### src/rtl/sdr_port_arbiter.sv
// Round-robin arbiter sharing one SDR controller among NUM_PORTS clients.
// One grant at a time; the grant is held until BURST_LEN beats finish or the watchdog fires.
module sdr_port_arbiter #(
  parameter int NUM_PORTS = 2,
  parameter int ADDR_W    = 32,
  parameter int DATA_W    = 16,
  parameter int BURST_LEN = 8,
  parameter int TIMEOUT   = 1023
) (
  input  logic                        clk_i,
  input  logic                        rst_i,
  input  logic [NUM_PORTS-1:0]        port_req_i,
  input  logic [NUM_PORTS-1:0]        port_we_i,
  input  logic [NUM_PORTS*ADDR_W-1:0] port_addr_i,
  input  logic [NUM_PORTS*DATA_W-1:0] port_wdata_i,
  input  logic [NUM_PORTS-1:0]        port_wr_vld_i,
  output logic [NUM_PORTS-1:0]        port_wr_ready_o,
  output logic [DATA_W-1:0]           port_rdata_o,
  output logic [NUM_PORTS-1:0]        port_rd_vld_o,
  output logic [NUM_PORTS-1:0]        port_grant_o,
  output logic [NUM_PORTS-1:0]        port_done_o,
  output logic [NUM_PORTS-1:0]        port_err_o,
  output logic                        sdr_wr_req_o,
  output logic                        sdr_rd_req_o,
  output logic [ADDR_W-1:0]           sdr_waddr_o,
  output logic [ADDR_W-1:0]           sdr_raddr_o,
  output logic [DATA_W-1:0]           sdr_wdata_in_o,
  output logic                        sdr_wr_vld_o,
  input  logic                        sdr_wr_ready_i,
  input  logic [DATA_W-1:0]           sdr_rdata_out_i,
  input  logic                        sdr_rd_vld_i
);

  localparam int PW = (NUM_PORTS > 1) ? $clog2(NUM_PORTS) : 1;
  localparam int BW = $clog2(BURST_LEN + 1);
  localparam int TW = $clog2(TIMEOUT + 1);

  typedef enum logic [1:0] {IDLE = 2'd0, ISSUE = 2'd1, XFER = 2'd2, DONE = 2'd3} state_t;

  state_t                state_q, state_d;
  logic [PW-1:0]         rr_q, rr_d, g_q, g_d;
  logic                  we_q, we_d;
  logic [ADDR_W-1:0]     addr_q, addr_d;
  logic [NUM_PORTS-1:0]  grant_q, grant_d, done_q, done_d, err_q, err_d;
  logic                  wr_req_q, wr_req_d, rd_req_q, rd_req_d;
  logic [BW-1:0]         beat_q, beat_d, beat_nxt_s;
  logic [TW-1:0]         tmo_q, tmo_d, tmo_nxt_s;

  logic                  found_s, we_sel_s, wr_vld_sel_s, xfer_s, beat_s;
  logic [PW-1:0]         win_s;
  int                    pos_s;
  logic [ADDR_W-1:0]     addr_sel_s;
  logic [DATA_W-1:0]     wdata_sel_s;
  logic [NUM_PORTS-1:0]  onehot_s;

  // First requester at or above the rr pointer, wrapping around.
  always_comb begin
    found_s = 1'b0;
    win_s   = '0;
    pos_s   = 0;
    for (int k = 0; k < NUM_PORTS; k++) begin
      pos_s = int'(rr_q) + k;
      if (pos_s >= NUM_PORTS) begin
        pos_s = pos_s - NUM_PORTS;
      end else begin
      end
      for (int i = 0; i < NUM_PORTS; i++) begin
        if (!found_s && port_req_i[i] && (pos_s == i)) begin
          found_s = 1'b1;
          win_s   = PW'(i);
        end else begin
        end
      end
    end
  end

  always_comb begin
    we_sel_s     = 1'b0;
    addr_sel_s   = '0;
    onehot_s     = '0;
    wdata_sel_s  = '0;
    wr_vld_sel_s = 1'b0;
    for (int i = 0; i < NUM_PORTS; i++) begin
      if (PW'(i) == win_s) begin
        we_sel_s    = port_we_i[i];
        addr_sel_s  = port_addr_i[i*ADDR_W +: ADDR_W];
        onehot_s[i] = 1'b1;
      end else begin
      end
      if (grant_q[i]) begin
        wdata_sel_s  = port_wdata_i[i*DATA_W +: DATA_W];
        wr_vld_sel_s = port_wr_vld_i[i];
      end else begin
      end
    end
  end

  assign xfer_s     = (state_q == XFER);
  assign beat_s     = xfer_s & (we_q ? (wr_vld_sel_s & sdr_wr_ready_i) : sdr_rd_vld_i);
  assign beat_nxt_s = beat_q + BW'(beat_s);
  assign tmo_nxt_s  = tmo_q + TW'(1);

  always_comb begin
    state_d  = state_q;
    rr_d     = rr_q;
    g_d      = g_q;
    we_d     = we_q;
    addr_d   = addr_q;
    grant_d  = grant_q;
    done_d   = '0;
    err_d    = '0;
    wr_req_d = 1'b0;
    rd_req_d = 1'b0;
    beat_d   = beat_q;
    tmo_d    = tmo_q;
    case (state_q)
      IDLE: begin
        if (found_s) begin
          state_d  = ISSUE;
          g_d      = win_s;
          we_d     = we_sel_s;
          addr_d   = addr_sel_s;
          grant_d  = onehot_s;
          wr_req_d = we_sel_s;
          rd_req_d = ~we_sel_s;
        end else begin
          state_d = IDLE;
        end
      end
      ISSUE: begin
        beat_d  = '0;
        tmo_d   = '0;
        state_d = XFER;
      end
      XFER: begin
        beat_d = beat_nxt_s;
        tmo_d  = tmo_nxt_s;
        if (beat_nxt_s == BW'(BURST_LEN)) begin
          state_d = DONE;
          done_d  = grant_q;
        end else if (tmo_nxt_s == TW'(TIMEOUT)) begin
          // A beat landing on the expiry cycle still counts as progress.
          state_d = DONE;
          done_d  = grant_q;
          err_d   = beat_s ? '0 : grant_q;
        end else begin
          state_d = XFER;
        end
      end
      DONE: begin
        grant_d = '0;
        rr_d    = (g_q == PW'(NUM_PORTS - 1)) ? '0 : g_q + PW'(1);
        state_d = IDLE;
      end
      default: begin
        state_d = IDLE;
        grant_d = '0;
      end
    endcase
  end

  always_ff @(posedge clk_i or posedge rst_i) begin
    if (rst_i) begin
      state_q  <= IDLE;
      rr_q     <= '0;
      g_q      <= '0;
      we_q     <= 1'b0;
      addr_q   <= '0;
      grant_q  <= '0;
      done_q   <= '0;
      err_q    <= '0;
      wr_req_q <= 1'b0;
      rd_req_q <= 1'b0;
      beat_q   <= '0;
      tmo_q    <= '0;
    end else begin
      state_q  <= state_d;
      rr_q     <= rr_d;
      g_q      <= g_d;
      we_q     <= we_d;
      addr_q   <= addr_d;
      grant_q  <= grant_d;
      done_q   <= done_d;
      err_q    <= err_d;
      wr_req_q <= wr_req_d;
      rd_req_q <= rd_req_d;
      beat_q   <= beat_d;
      tmo_q    <= tmo_d;
    end
  end

  assign port_grant_o    = grant_q;
  assign port_done_o     = done_q;
  assign port_err_o      = err_q;
  assign sdr_wr_req_o    = wr_req_q;
  assign sdr_rd_req_o    = rd_req_q;
  assign sdr_waddr_o     = addr_q;
  assign sdr_raddr_o     = addr_q;
  assign sdr_wdata_in_o  = wdata_sel_s;
  assign sdr_wr_vld_o    = wr_vld_sel_s & xfer_s & we_q;
  assign port_wr_ready_o = grant_q & {NUM_PORTS{sdr_wr_ready_i & xfer_s & we_q}};
  assign port_rd_vld_o   = grant_q & {NUM_PORTS{sdr_rd_vld_i & xfer_s & ~we_q}};
  assign port_rdata_o    = sdr_rdata_out_i;

endmodule

### config.mk
export PLATFORM = sky130hd
export DESIGN_NAME = sdr_port_arbiter
export DESIGN_NICKNAME = d
export VERILOG_FILES = /design/src/rtl/sdr_port_arbiter.sv
export SDC_FILE = /design/constraint.sdc
export NUM_CORES = 1
export LEC_CHECK = 0
export BUFFER_PORTS_ARGS = -buffer_cell sky130_fd_sc_hd__buf_4
export CAP_MARGIN = 20
export CORE_MARGIN = 2
export CORE_UTILIZATION = 46
export DETAILED_ROUTE_END_ITERATION = 8
export PLACE_DENSITY = 0.87
export SKIP_LAST_GASP = 1
export SYNTH_ARGS = -nofsm -noshare
export SYNTH_HDL_FRONTEND = slang
export SYNTH_SLANG_ARGS = --single-unit
### constraint.sdc
create_clock -name clk_i -period 4.82 [get_ports clk_i]
set_clock_uncertainty 0.2 [all_clocks]
set_input_delay 0 -clock clk_i [delete_from_list [all_inputs] [get_ports clk_i]]
set_output_delay 0 -clock clk_i [all_outputs]
set_load 0.005 [all_outputs]
==> flow_metrics.env <==
export IMPL_power_density_nw_per_um2=460.7
export IMPL_synthesis_nets=508
export IMPL_synth_main_ff_cell="dfrtp_1"
export IMPL_layout_min_cycle_time_ns=3.279
export IMPL_syn_to_final_growth_pct=61.81
export IMPL_holdWs_ns=0.07947
export IMPL_firstDrtPassIters=4
export IMPL_die_area_um2=8470
export IMPL_vias_per_cell=5.299
export IMPL_min_path_cells=5
export IMPL_cts_root_buf="clkbuf_8"
export IMPL_grt_pass1_wl_um=19270
export IMPL_min_path_type="in2reg"
export IMPL_cts_max_level=3
export IMPL_rows=32
export IMPL_wl_per_cell_um=17.25
export IMPL_port_buffer_count=198
export IMPL_fp_dieW_um=92.03
export IMPL_syn_area_um2=3565
export IMPL_yosysSeqAreaShare_pct=41.42
export IMPL_ys_warn_count=0
export IMPL_postRouteWirelength_um=12340
export IMPL_core_area_um2=7607
export IMPL_path_clk_slew_ns=0.07
export IMPL_final_setup_viol_count=0
export IMPL_met1_usage_pct=31.57
export IMPL_setup_worst_path_start_class="flip-flop"
export IMPL_p_sw_mw=1.041
export IMPL_period_share_pct=68.03
export IMPL_finalSetupTns_ns=0
export IMPL_synth_edf_count=0
export IMPL_slew_violations=0
export IMPL_io_pins=231
export IMPL_cts_path_max_buffers=2
export IMPL_hold_buffers=87
export IMPL_crit_type="reg2reg"
export IMPL_synth_top_area_share_pct=41.42
export IMPL_cts_tree="built"
export IMPL_antenna_left=0
export IMPL_post_cts_buffers=0
export IMPL_drcViolationCount=0
export IMPL_synth_seq_cells=59
export IMPL_status="finished clean"
export IMPL_layoutNonFillerInstCount=715
export IMPL_grt_pass1_vias=3978
export IMPL_reg2regPathDepth=10
export IMPL_place_inst=613
export IMPL_max_slew_margin_pct=49.64
export IMPL_finalCoreUtilization_pct=75.82
export IMPL_drv_cap=0
export IMPL_tightestPinTransition_ns=0.7554
export IMPL_met2_usage_pct=50.74
export IMPL_ys_types=46
export IMPL_drive_gt1_share_pct=37.19
export IMPL_antenna_cells=0
export IMPL_fmaxAchievable_mhz=305.0
export IMPL_synth_async_reset_ratio_pct=100.0
export IMPL_grt_setup_unrepaired="no"
export IMPL_power_share_sequential_pct=32.7
export IMPL_yosysTopAreaCell="dfrtp_1"
export IMPL_switching_share_pct=39.17
export IMPL_internal_power_mw=1.616
export IMPL_grtUsageTotal_pct=28.96
export IMPL_max_vdd_ir_drop_mv=0.2441
export IMPL_crit_required_ns=4.88
export IMPL_start_util_pct=46.86
export IMPL_synth_commonest_cells="59 x dfrtp_1, 48 x buf_4, 47 x nand2_1"
export IMPL_syn_area_per_cell_um2=9.405
export IMPL_drt_initial_drc_count=150
export IMPL_die_y_um=92.03
export IMPL_yosysMostFrequentCell="dfrtp_1"
export IMPL_grtUsageMet3_pct=8.381
export IMPL_overflow=0
export IMPL_hold_viol=0
export IMPL_clock_sinks=59
export IMPL_syn_inst=379
export IMPL_gr_max_usage_layer="met2"
export IMPL_crit_arrival_ns=3.34
export IMPL_vias=3789
export IMPL_dp_hpwl_um=7132
export IMPL_p_leak_nw=2.941
export IMPL_insertion_delay_ns=0.33
export IMPL_place_congestion=0.7669
export IMPL_clock_power_share_pct=13.7
export IMPL_antenna_found_initial=0
export IMPL_power_frac_comb_pct=53.7
export IMPL_synth_area_leaders="dfrtp_1 41%, buf_4 10%, mux2i_1 9.5%"
export IMPL_grt_max_degree=64
export IMPL_cts_buffers=9
export IMPL_post_cts_resized=0
export IMPL_cp_end_kind="flip-flop"
export IMPL_fin_nets=739
export IMPL_path_max_fanout=22
-- critical path, cell delays in order, from the launching register on --
cell and delay, ns:
dfrtp_1 0.76, nor2b_1 0.30, a22o_1 0.29, a31oi_1 0.21, nor2_1 0.07, ha_1 0.22
ha_1 0.23, or3_1 0.32, a211oi_1 0.34, a32oi_2 0.14, o21ai_2 0.14
-- power groups by stage --
stage / registers, mW / clock network, mW / logic [mW]
detailed placement: 0.859 / 0 / 1.26
global route: 0.890 / 0.391 / 1.54
global placement: 0.842 / 0 / 1.23
CTS: 0.852 / 0.370 / 1.36
floorplan: 0.812 / 0 / 0.782
finish: 0.868 / 0.363 / 1.43
-- area by class of cell --
class	instances	area, um^2
clock buffers	10	127.6
well taps	102	127.6
fillers	471	1839
flip-flops and latches	59	1476
repair buffers	289	2387
multi-input cells	235	1569
clock inverters	4	20.02
inverters	16	60.06
-- layer usage --
metal / part of all wire (%) / up-vias / wire, um
li1: - / 1734 / -
met1: 37 / 1815 / 4516
met2: 52 / 193 / 6410
met3: 7.0 / 47 / 862
met4: 4.4 / 0 / 546
met5: 0 / - / 0
-- flip-flops by register name, indices dropped and copies added (netlist names) --
signal        flops
we_q              1
beat_q            4
sdr_wr_req_o      1
rr_q              1
sdr_rd_req_o      1
port_grant_o      2
port_err_o        2
sdr_raddr_o      32
state_q           2
g_q               1
port_done_o       2
tmo_q            10
-- cell usage in the layout (no fill, tap or decap), types with 2 or more instances in the layout --
cell type / n
nor2_1: 12
and3_1: 5
nor2b_1: 4
ha_1: 7
nor3b_1: 2
a221o_1: 2
o31ai_1: 4
a21bo_2: 2
o211ai_1: 2
a21oi_1: 4
a21boi_0: 2
nand2_1: 47
nand3_1: 11
dfrtp_1: 59
dlygate4sd3_1: 87
mux2i_1: 34
buf_4: 202
inv_1: 15
o21ai_4: 2
clkbuf_8: 9
clkinv_2: 4
nand3b_1: 3
and2_2: 2
o22ai_1: 4
o21ai_0: 43
nor3_1: 3
a22o_1: 18
nand4_1: 3
and3b_1: 2
-- kinds of logic after synthesis --
group	after synthesis	synth area share [%]
AND/OR/NAND/NOR	104	14.57
AO/OA/AOI/OAI	90	16.81
buffers and inverters	85	15.20
flip-flops	59	41.42
multiplexers	34	9.547
adder cells (fa/ha/maj)	7	2.457
-- worst paths after layout --
check / slack, ns / end / startpoint
max in group asynchronous: 3.65 / sdr_raddr_o[25]$_DFFE_PP0P_ / rst_i
min in group asynchronous: 0.25 / tmo_q[3]$_DFFE_PP0P_ / rst_i
hold reg to reg: 0.26 / rr_q$_DFFE_PP0P_ / g_q$_DFFE_PP0P_
setup reg to reg: 1.54 / state_q[0]$_DFF_PP0_ / port_grant_o[1]$_DFFE_PP0P_
setup / recovery: 1.54 / state_q[0]$_DFF_PP0_ / port_grant_o[1]$_DFFE_PP0P_
hold / removal: 0.08 / port_err_o[0]$_DFF_PP0_ / port_wr_vld_i[0]
-- through the flow --
step / power, mW / worst slack [ns] / instance area, um^2
6_report: 2.657 / 1.541 / 5768
3_3_place_gp: 2.067 / 1.599 / 4742
3_5_place_dp: 2.121 / 1.397 / 4742
4_1_cts: 2.586 / 1.395 / 5761
2_1_floorplan: 1.594 / 2.137 / 3565
5_1_grt: 2.821 / 1.318 / 5768
(Power assumes the default switching activity.)
